==> src/rtl/int_to_fp_seq.sv <==
// rtl/int_to_fp_seq.sv - sequential sign-magnitude integer to normalized float converter
//
// Converts an 8-bit sign-magnitude integer into a 13-bit float
// {sign, exp[3:0], frac[7:0]} whose value is 0.frac x 2^exp. Normalization
// is done by shifting the fraction left one bit per cycle until its MSB is set.
//
// Ports
//   clk        in   system clock, rising edge
//   rst        in   synchronous active-high reset
//   start      in   conversion request, honoured only while ready=1
//   in[7:0]    in   in[7] = sign, in[6:0] = magnitude
//   ready      out  high only in IDLE
//   done_tick  out  one-cycle pulse when fp holds a fresh result
//   fp[12:0]   out  fp[12] = sign, fp[11:8] = exp, fp[7:0] = frac

module int_to_fp_seq (
    input  logic        clk,
    input  logic        rst,
    input  logic        start,
    input  logic [7:0]  in,
    output logic        ready,
    output logic        done_tick,
    output logic [12:0] fp
);

    typedef enum logic [1:0] {
        IDLE = 2'd0,
        NORM = 2'd1,
        DONE = 2'd2
    } state_t;

    state_t      state_q, state_d;
    logic        sign_q,  sign_d;
    logic [3:0]  exp_q,   exp_d;
    logic [7:0]  frac_q,  frac_d;
    logic [12:0] fp_q,    fp_d;

    logic        mag_zero;

    // A zero magnitude never normalizes, so it bypasses NORM entirely.
    assign mag_zero = (in[6:0] == 7'd0);

    always_comb begin
        state_d = state_q;
        sign_d  = sign_q;
        exp_d   = exp_q;
        frac_d  = frac_q;
        fp_d    = fp_q;

        case (state_q)
            IDLE: begin
                if (start) begin
                    if (mag_zero) begin
                        // -0 and +0 both give the all-zero result.
                        sign_d  = 1'b0;
                        fp_d    = 13'h0000;
                        state_d = DONE;
                    end else begin
                        // 0.{0,m} x 2^8 equals m; normalization keeps the
                        // value while moving the leading one to frac[7].
                        sign_d  = in[7];
                        frac_d  = {1'b0, in[6:0]};
                        exp_d   = 4'd8;
                        state_d = NORM;
                    end
                end
            end

            NORM: begin
                if (frac_q[7]) begin
                    fp_d    = {sign_q, exp_q, frac_q};
                    state_d = DONE;
                end else begin
                    // Magnitude is nonzero, so at most 7 shifts are needed
                    // and exp never drops below 1.
                    frac_d = {frac_q[6:0], 1'b0};
                    exp_d  = exp_q - 4'd1;
                end
            end

            DONE: begin
                state_d = IDLE;
            end

            default: begin
                state_d = IDLE;
            end
        endcase
    end

    always_ff @(posedge clk) begin
        if (rst) begin
            state_q <= IDLE;
            sign_q  <= 1'b0;
            exp_q   <= 4'd0;
            frac_q  <= 8'd0;
            fp_q    <= 13'h0000;
        end else begin
            state_q <= state_d;
            sign_q  <= sign_d;
            exp_q   <= exp_d;
            frac_q  <= frac_d;
            fp_q    <= fp_d;
        end
    end

    assign ready     = (state_q == IDLE);
    assign done_tick = (state_q == DONE);
    assign fp        = fp_q;

endmodule

==> config.mk <==
export PLATFORM = sky130hd
export DESIGN_NAME = int_to_fp_seq
export DESIGN_NICKNAME = d
export VERILOG_FILES = /design/src/rtl/int_to_fp_seq.sv
export SDC_FILE = /design/constraint.sdc
export NUM_CORES = 1
export LEC_CHECK = 0
export ABC_AREA = 0
export CAP_MARGIN = 20
export CELL_PAD_IN_SITES_DETAIL_PLACEMENT = 0
export CELL_PAD_IN_SITES_GLOBAL_PLACEMENT = 1
export CORE_MARGIN = 2
export CORE_UTILIZATION = 45
export CTS_BUF_LIST = sky130_fd_sc_hd__clkbuf_8 sky130_fd_sc_hd__clkbuf_16
export CTS_CLUSTER_SIZE = 8
export DETAILED_ROUTE_END_ITERATION = 8
export DONT_BUFFER_PORTS = 1
export PLACE_DENSITY_LB_ADDON = 0.12
export SLEW_MARGIN = 10
export SYNTH_ARGS = -nofsm -noshare
export SYNTH_HDL_FRONTEND = slang
export SYNTH_SLANG_ARGS = --single-unit
==> constraint.sdc <==
create_clock -name clk -period 1.8 [get_ports clk]
set_clock_uncertainty 0.2 [all_clocks]
set_input_delay 0.27 -clock clk [delete_from_list [all_inputs] [get_ports clk]]
set_output_delay 0.27 -clock clk [all_outputs]
set_load 0.1 [all_outputs]
==> results by group, run 1 <==
Synth
  – Cell taking the most area after synthesis: dfxtp_1
  – Ys Warns: 0
  – Distinct cells, synth: 36
  – Yosys reg bits: 28
  – Syn nets: about 170
  – Seq/Total Area, Yosys: 41.0%
  – Synth area leaders: dfxtp_1 41%, a21oi_1 7.0%, a22oi_1 6.0%, o21ai_0 4.8%, a211oi_1 3.3%
  – Top cell type's share of synthesized area: 41.0%
  – Cell Area, Synth: around 1400 um2
  – Syn_area_per_cell: about 8.4 um2
  – Gate count of the mapped netlist: ~160

Route
  – DRT antenna net count: 0
  – Via density: 6.29
  – WL final: 3660 um
  – Initial DRC Count: 59
  – Via Count: around 1400
  – # DRC: 0
  – Drt pass-1 iters: 4
  – Avg WL per Cell: ~17 um

Timing
  – Hold Slack: 0.0579 ns
  – Tightest Pin Transition: roughly 1.1 ns
  – Max-slew violations: 0
  – Setup violators final: 0
  – Minimum clock period: 1.73 ns
  – Worst rel slew slack: 27.7%
  – Fin. Hold Viols: 0
  – RSZ-0062 raised after global routing: false
  – Tcrit/Tclk final: 96.4%
  – Setup WS post-layout: 0.0653 ns
  – Fmax: 576 MHz

Layout
  – Number of diodes: 0
  – Register Area: between 500 and 600 um2
  – FILL cells: 258
  – Share of cells above drive strength 1: between 20% and 30%
  – Layout Nets: 197
  – Post-Route Utilization: around three fifths
  – Area delta synth->final: 23.6%
  – Area taken by multi-input logic gates: 762 um2

Critical path
  – FF-to-FF path depth: 4
  – Critical Path Source Type: input pin
  – Req. time, crit path: around 1.7 ns
  – Top Family by Delay on Critical Path: buffers and inverters
  – Worst R2R Start: frac_q[7]
  – Buf+Inv Stages, Crit Path: 1
  – CP Max Fanout: 28
  – Internal reg-to-reg setup slack: 0.13 ns
  – RR Endpoint: frac_q[6]
  – CP arrival: 1.65 ns
  – Max stage delay on crit path: about 1.3 ns
  – Sequence of cells on the critical path: dlygate4sd3_1 -> a21oi_1
  – CP Class: in2reg
  – Slowest stage cell, crit path: dlygate4sd3_1
  – Crit. End Element: flip-flop

Clock tree
  – Clock Latency Late Sink: 0.27 ns
  – Clock Tree Buf Depth: 2
  – Post-CTS Setup Inserts: 0
  – Total CTS buffers: 3
  – Clock Sinks: 28
  – CTS clk-pin slew, worst paths: ~0.1 ns
  – CTS tree: done
  – H-tree level count: 1
  – Clock Tree Root: clkbuf_8

GRT
  – Global route overflow: 0
  – Largest net degree at the start of global routing: 29
  – Total Routing Usage GR: 22.8%
  – Vias in the first global route: about 1300
  – Initial antenna violation count: 0
  – First-pass GRT wire length: 5980 um

Worst hold path
  – Hold Path Sink: frac_q[6]
  – Hold path cells: 2
  – Hold_sp: in[6]
  – Hold Crit Class: in2reg

Die
  – Core Area: 2830 um2
  – Die Y: 59.1 um
  – Die W: 59.1 um
  – Full die area: 3490 um2
  – I/O pins: 26
  – FP Rows: 19
  – Initial Utilization: between 40 and 50%

Run
  – Max cap viols: 0

Pwr
  – Pwr/cell area: between 700 and 800 nW/um2
  – Max VDD drop: a little over 400 uV
  – Total leakage power: between 0.6 and 0.7 nW

Placement
  – Final RePlAce weighted congestion: ~0.82
  – Pre-CTS WS: between 0.1 and 0.15 ns
  – Post-DP HPWL: 2600 um
  – I/O Buffers: 0

Status
  – Status: completed
[final cells by class]
class | count | area share [%]
Inverter | 5 | 1.11
Tap cell | 31 | 2.30
Sequential cell | 28 | 33.2
Multi-Input combinational cell | 118 | 45.1
Clock buffer | 4 | 3.26
Timing Repair Buffer | 29 | 15.0
[layer usage]
metal  up-vias  share of wire [%]  GRT usage (%)
met1       658                 45           31.4
met2        57                 49           35.2
li1        635                  -              -
met4         0               0.49           8.77
met3         2                6.1           4.37
met5         -                  0              0
[cell usage after synthesis, drive strengths merged]
cell	instances
dfxtp	28
a21oi	20
o21ai	13
a22oi	11
nand2	11
nor2	11
clkbuf	10
nor3	9
a211oi	7
nand2b	6
a22o	5
inv	4
nand3	4
nor2b	4
and3	3
a31oi	2
or2b	2
or3b	2
a21o	1
a32oi	1
a41oi	1
buf	1
clkinv	1
ha	1
nor4	1
o211a	1
o22ai	1
o31ai	1
[sequential cells by signal, summed over array words and instances, names as in the netlist]
register  cells
exp_q         4
fp           13
frac_q        8
sign_q        1
state_q       2
[repair_timing]
item,in CTS,in global routing
endpoints found under the hold margin,28,0
hold buffers,3,0
gates resized for setup,0,6
endpoints found under the setup margin,1,9
[layout by cell type (no fill, tap or decap), types with 2 or more instances in the layout]
master | Yosys | layout
dfxtp_1 | 28 | 28
buf_4 | 0 | 23
a21oi_1 | 19 | 19
o21ai_0 | 13 | 13
a22oi_1 | 11 | 11
nand2_1 | 10 | 10
nor3_1 | 8 | 8
nor2_1 | 10 | 8
nand2b_1 | 6 | 6
a211oi_1 | 6 | 6
a22o_1 | 5 | 5
inv_1 | 4 | 4
nand3_1 | 4 | 4
clkbuf_8 | 2 | 4
nor2b_1 | 4 | 3
and3_1 | 3 | 3
dlygate4sd3_1 | 0 | 3
nor2_4 | 0 | 2
or3b_4 | 1 | 2
or2b_1 | 2 | 2
buf_12 | 0 | 2
[cells by family (layout without fill, tap and decap cells)]
group | after synthesis | count (layout) | share of synthesized area [%]
AOI/OAI and AO/OA | 64 | 64 | 30.4
and+or+nand+nor | 53 | 53 | 21.6
DFF | 28 | 28 | 41.0
buffers and inverters | 16 | 38 | 6.04
adders and majority gates | 1 | 1 | 0.916
[worst max path at each step]
stage	start	to	slack, ns	cells past startpoint
2_1_floorplan	state_q[1]	done_tick	-0.05	3
3_3_place_gp	state_q[1]	exp_q[3]	0.18	4
3_5_place_dp	state_q[0]	exp_q[3]	0.11	4
4_1_cts	state_q[1]	frac_q[0]	0.05	4
5_1_grt	rst	frac_q[1]	0.001	2
6_report	rst	fp[7]	0.07	2
[per-stage QoR]
step           TNS, ns  power (mW)  instance area, um2  instances
6_report             0        1.35                1690        215
5_1_grt              0        1.41                1690        215
4_1_cts              0        1.34                1660        215
3_5_place_dp         0       0.943                1580        209
3_3_place_gp         0       0.934                1580        209
2_1_floorplan  -0.0482       0.877                1380        162
[power breakdown]
group          leakage [nW]  internal (mW)  switching (mW)  total, mW
logic                 0.370          0.105           0.164      0.269
clock network        0.0288          0.196           0.197      0.392
registers             0.228          0.653          0.0313      0.685
Note: power is estimated with default switching activity, not from simulation.
==> run 2, diff against run 1 <==
CORE_UTILIZATION = 40   (was 45)
CTS_CLUSTER_DIAMETER = 60   (was default)
clock period = 1.6 ns   (was 1.8 ns; I/O delays follow)
==> run 2 against run 1 <==
Net effect: the run now ends with setup timing left; count of clock-buffer cells in the layout shrank 1; setup slack lost 0.087 ns; largest cell class unchanged; clock power grew 47%; largest power group unchanged.
==> results by group, run 2 (same netlist as run 1, synthesis figures left out) <==
Status
  – Status: complete, but fails checks (was completed)
  – Failing checks: setup timing

Worst hold path
  – Hold path cells: 2 (unchanged)
  – Hold Crit Class: in2reg (unchanged)

Layout
  – Number of diodes: 0 (unchanged)
  – Max reg flops: 13 (unchanged)
  – Area delta synth->final: 33.4% (was 23.6%)
  – Share of cells above drive strength 1: 33.9% (was 23.4%)
  – Layout Nets: 205 (was 197)
  – Most common cell after layout, fill and taps aside: buf_4 (was dfxtp_1)
  – Commonest non-fill, non-tap cells in the layout: 29 x buf_4, 19 x a21oi_1, 14 x dfxtp_1, 13 x o21ai_0, 13 x dfxtp_2 (was 28 x dfxtp_1, 23 x buf_4, 19 x a21oi_1, 13 x o21ai_0, 11 x a22oi_1)

Timing
  – Worst rel slew slack: 81.5% (was 27.7%)
  – Tcrit/Tclk final: 101%
  – Minimum clock period: 1.62 ns
  – Tightest Pin Transition: 0.279 ns (was 1.08 ns)
  – Fmax: 617 MHz
  – Fin. Hold Viols: 0 (unchanged)
  – Setup WS post-layout: -0.0217 ns (was 0.0653 ns)
  – Setup violators final: 3 (was 0)
  – Setup TNS: -0.0487 ns (was 0 ns)
  – RSZ-0062 raised after global routing: true (was false)
  – Max-slew violations: 0 (unchanged)

Route
  – WL final: 3740 um (was 3660 um)
  – Initial DRC Count: 69 (was 59)
  – Via density: 5.55 (was 6.29)
  – Via Count: 1320 (was 1352)
  – # DRC: 0 (unchanged)
  – Drt pass-1 iters: 4 (unchanged)
  – Avg WL per Cell: 15.7 um (was 17.0 um)
  – DRT antenna net count: 0 (unchanged)

Critical path
  – Crit. End Element: flip-flop (unchanged)
  – Critical Path Source Type: flip-flop (was input pin)
  – Max stage delay on crit path: 0.42 ns (was 1.25 ns)
  – Slowest stage cell, crit path: or3b_4 (was dlygate4sd3_1)
  – CP Max Fanout: 6 (was 28)
  – CP Class: reg2reg (was in2reg)
  – Buf+Inv Stages, Crit Path: 1 (unchanged)
  – CP arrival: 1.62 ns (was 1.65 ns)
  – Crit path depth: 5 (was 2)
  – Sequence of cells on the critical path: or3b_4 -> a21oi_4 -> buf_4 -> nor3_1 -> a211oi_1 (was dlygate4sd3_1 -> a21oi_1)
  – Top Family by Delay on Critical Path: simple AND/OR/NAND/NOR gates (was buffers and inverters)
  – FF-to-FF path depth: 5 (was 4)
  – Req. time, crit path: 1.60 ns (was 1.71 ns)

GRT
  – Global route overflow: 0 (unchanged)
  – Vias in the first global route: 1304 (was 1258)
  – First-pass GRT wire length: 6080 um (was 5980 um)
  – Initial antenna violation count: 0 (unchanged)
  – Largest net degree at the start of global routing: 29 (unchanged)
  – Total Routing Usage GR: 19.3% (was 22.8%)

Die
  – Full die area: 3900 um2 (was 3490 um2)
  – Initial Utilization: 41.3% (was 48.3%)
  – Die Y: 62.4 um (was 59.1 um)
  – Die W: 62.4 um (was 59.1 um)
  – FP Rows: 21 (was 19)
  – I/O pins: 26 (unchanged)
  – Core Area: 3310 um2 (was 2830 um2)

Clock tree
  – Total CTS buffers: 3 (unchanged)
  – Clock Latency Late Sink: 0.28 ns (was 0.27 ns)
  – Clock Sinks: 28 (unchanged)
  – CTS tree: done (unchanged)
  – CTS clk-pin slew, worst paths: 0.10 ns (about the same)
  – H-tree level count: 1 (unchanged)
  – Clock Tree Root: clkbuf_8 (unchanged)
  – Clock Tree Buf Depth: 2 (unchanged)

Placement
  – Pre-CTS WS: 0.0122 ns (was 0.113 ns)
  – Post-DP HPWL: 2540 um (was 2600 um)
  – Final RePlAce weighted congestion: 0.781 (was 0.823)
  – I/O Buffers: 0 (unchanged)

Pwr
  – Max VDD drop: 390 uV (was 404 uV)
  – Total leakage power: 0.684 nW (was 0.627 nW)
  – Pwr/cell area: 918 nW/um2 (was 797 nW/um2)

Run
  – Max cap viols: 0 (unchanged)
## run 2: layer usage
| metal | track usage (%) | vias to the layer above | share of wire [%] |
|---|---|---|---|
| met4 | 5.83 | 0 | 1.1 |
| met1 | 24.0 | 634 | 46 |
| li1 | - | 649 | - |
| met5 | 0 | - | 0 |
| met3 | 2.88 | 5 | 4.6 |
| met2 | 34.3 | 32 | 48 |
## run 2: timing repair
item	CTS	global route
pin swaps	3	2
setup endpoints to repair	4	14
buffers inserted	0	3
resized for setup	7	4
endpoints found under the hold margin	28	28
## run 2: report_power, final
part           switching (mW)  internal (mW)
clock network           0.243          0.336
logic                   0.183          0.139
registers              0.0386          0.734
total                   0.465           1.21
## run 2: cell type report
cell class | instances | area [um2]
clock inverter | 1 | 30.0
sequential | 28 | 581
fill | 324 | 1490
tap | 46 | 57.6
timing repair buffer | 37 | 339
clock buffer | 3 | 41.3
multi-input combinational | 118 | 752
inverter | 5 | 22.5
## run 2: worst paths after layout
check	endpoint	start	slack, ns
hold / removal	frac_q[5]	in[5]	0.00004
setup / recovery	frac_q[2]	state_q[1]	-0.02
setup reg to reg	frac_q[2]	state_q[1]	-0.02
hold reg to reg	sign_q	sign_q	0.26
## run 2: stage by stage
step / utilization, % / instances / power, mW / hold WS [ns] / cell area [um2]
finish: 55.1 / 238 / 1.67 / 0.0000352 / 1820
global route: 55.1 / 238 / 1.75 / 0.00386 / 1820
CTS: 52.3 / 231 / 1.64 / -0.198 / 1730
detailed placement: 49.5 / 227 / 1.08 / 0.107 / 1640
global placement: 49.5 / 227 / 1.07 / 0.105 / 1640
floorplan: - / 162 / 0.993 / 0.173 / 1410
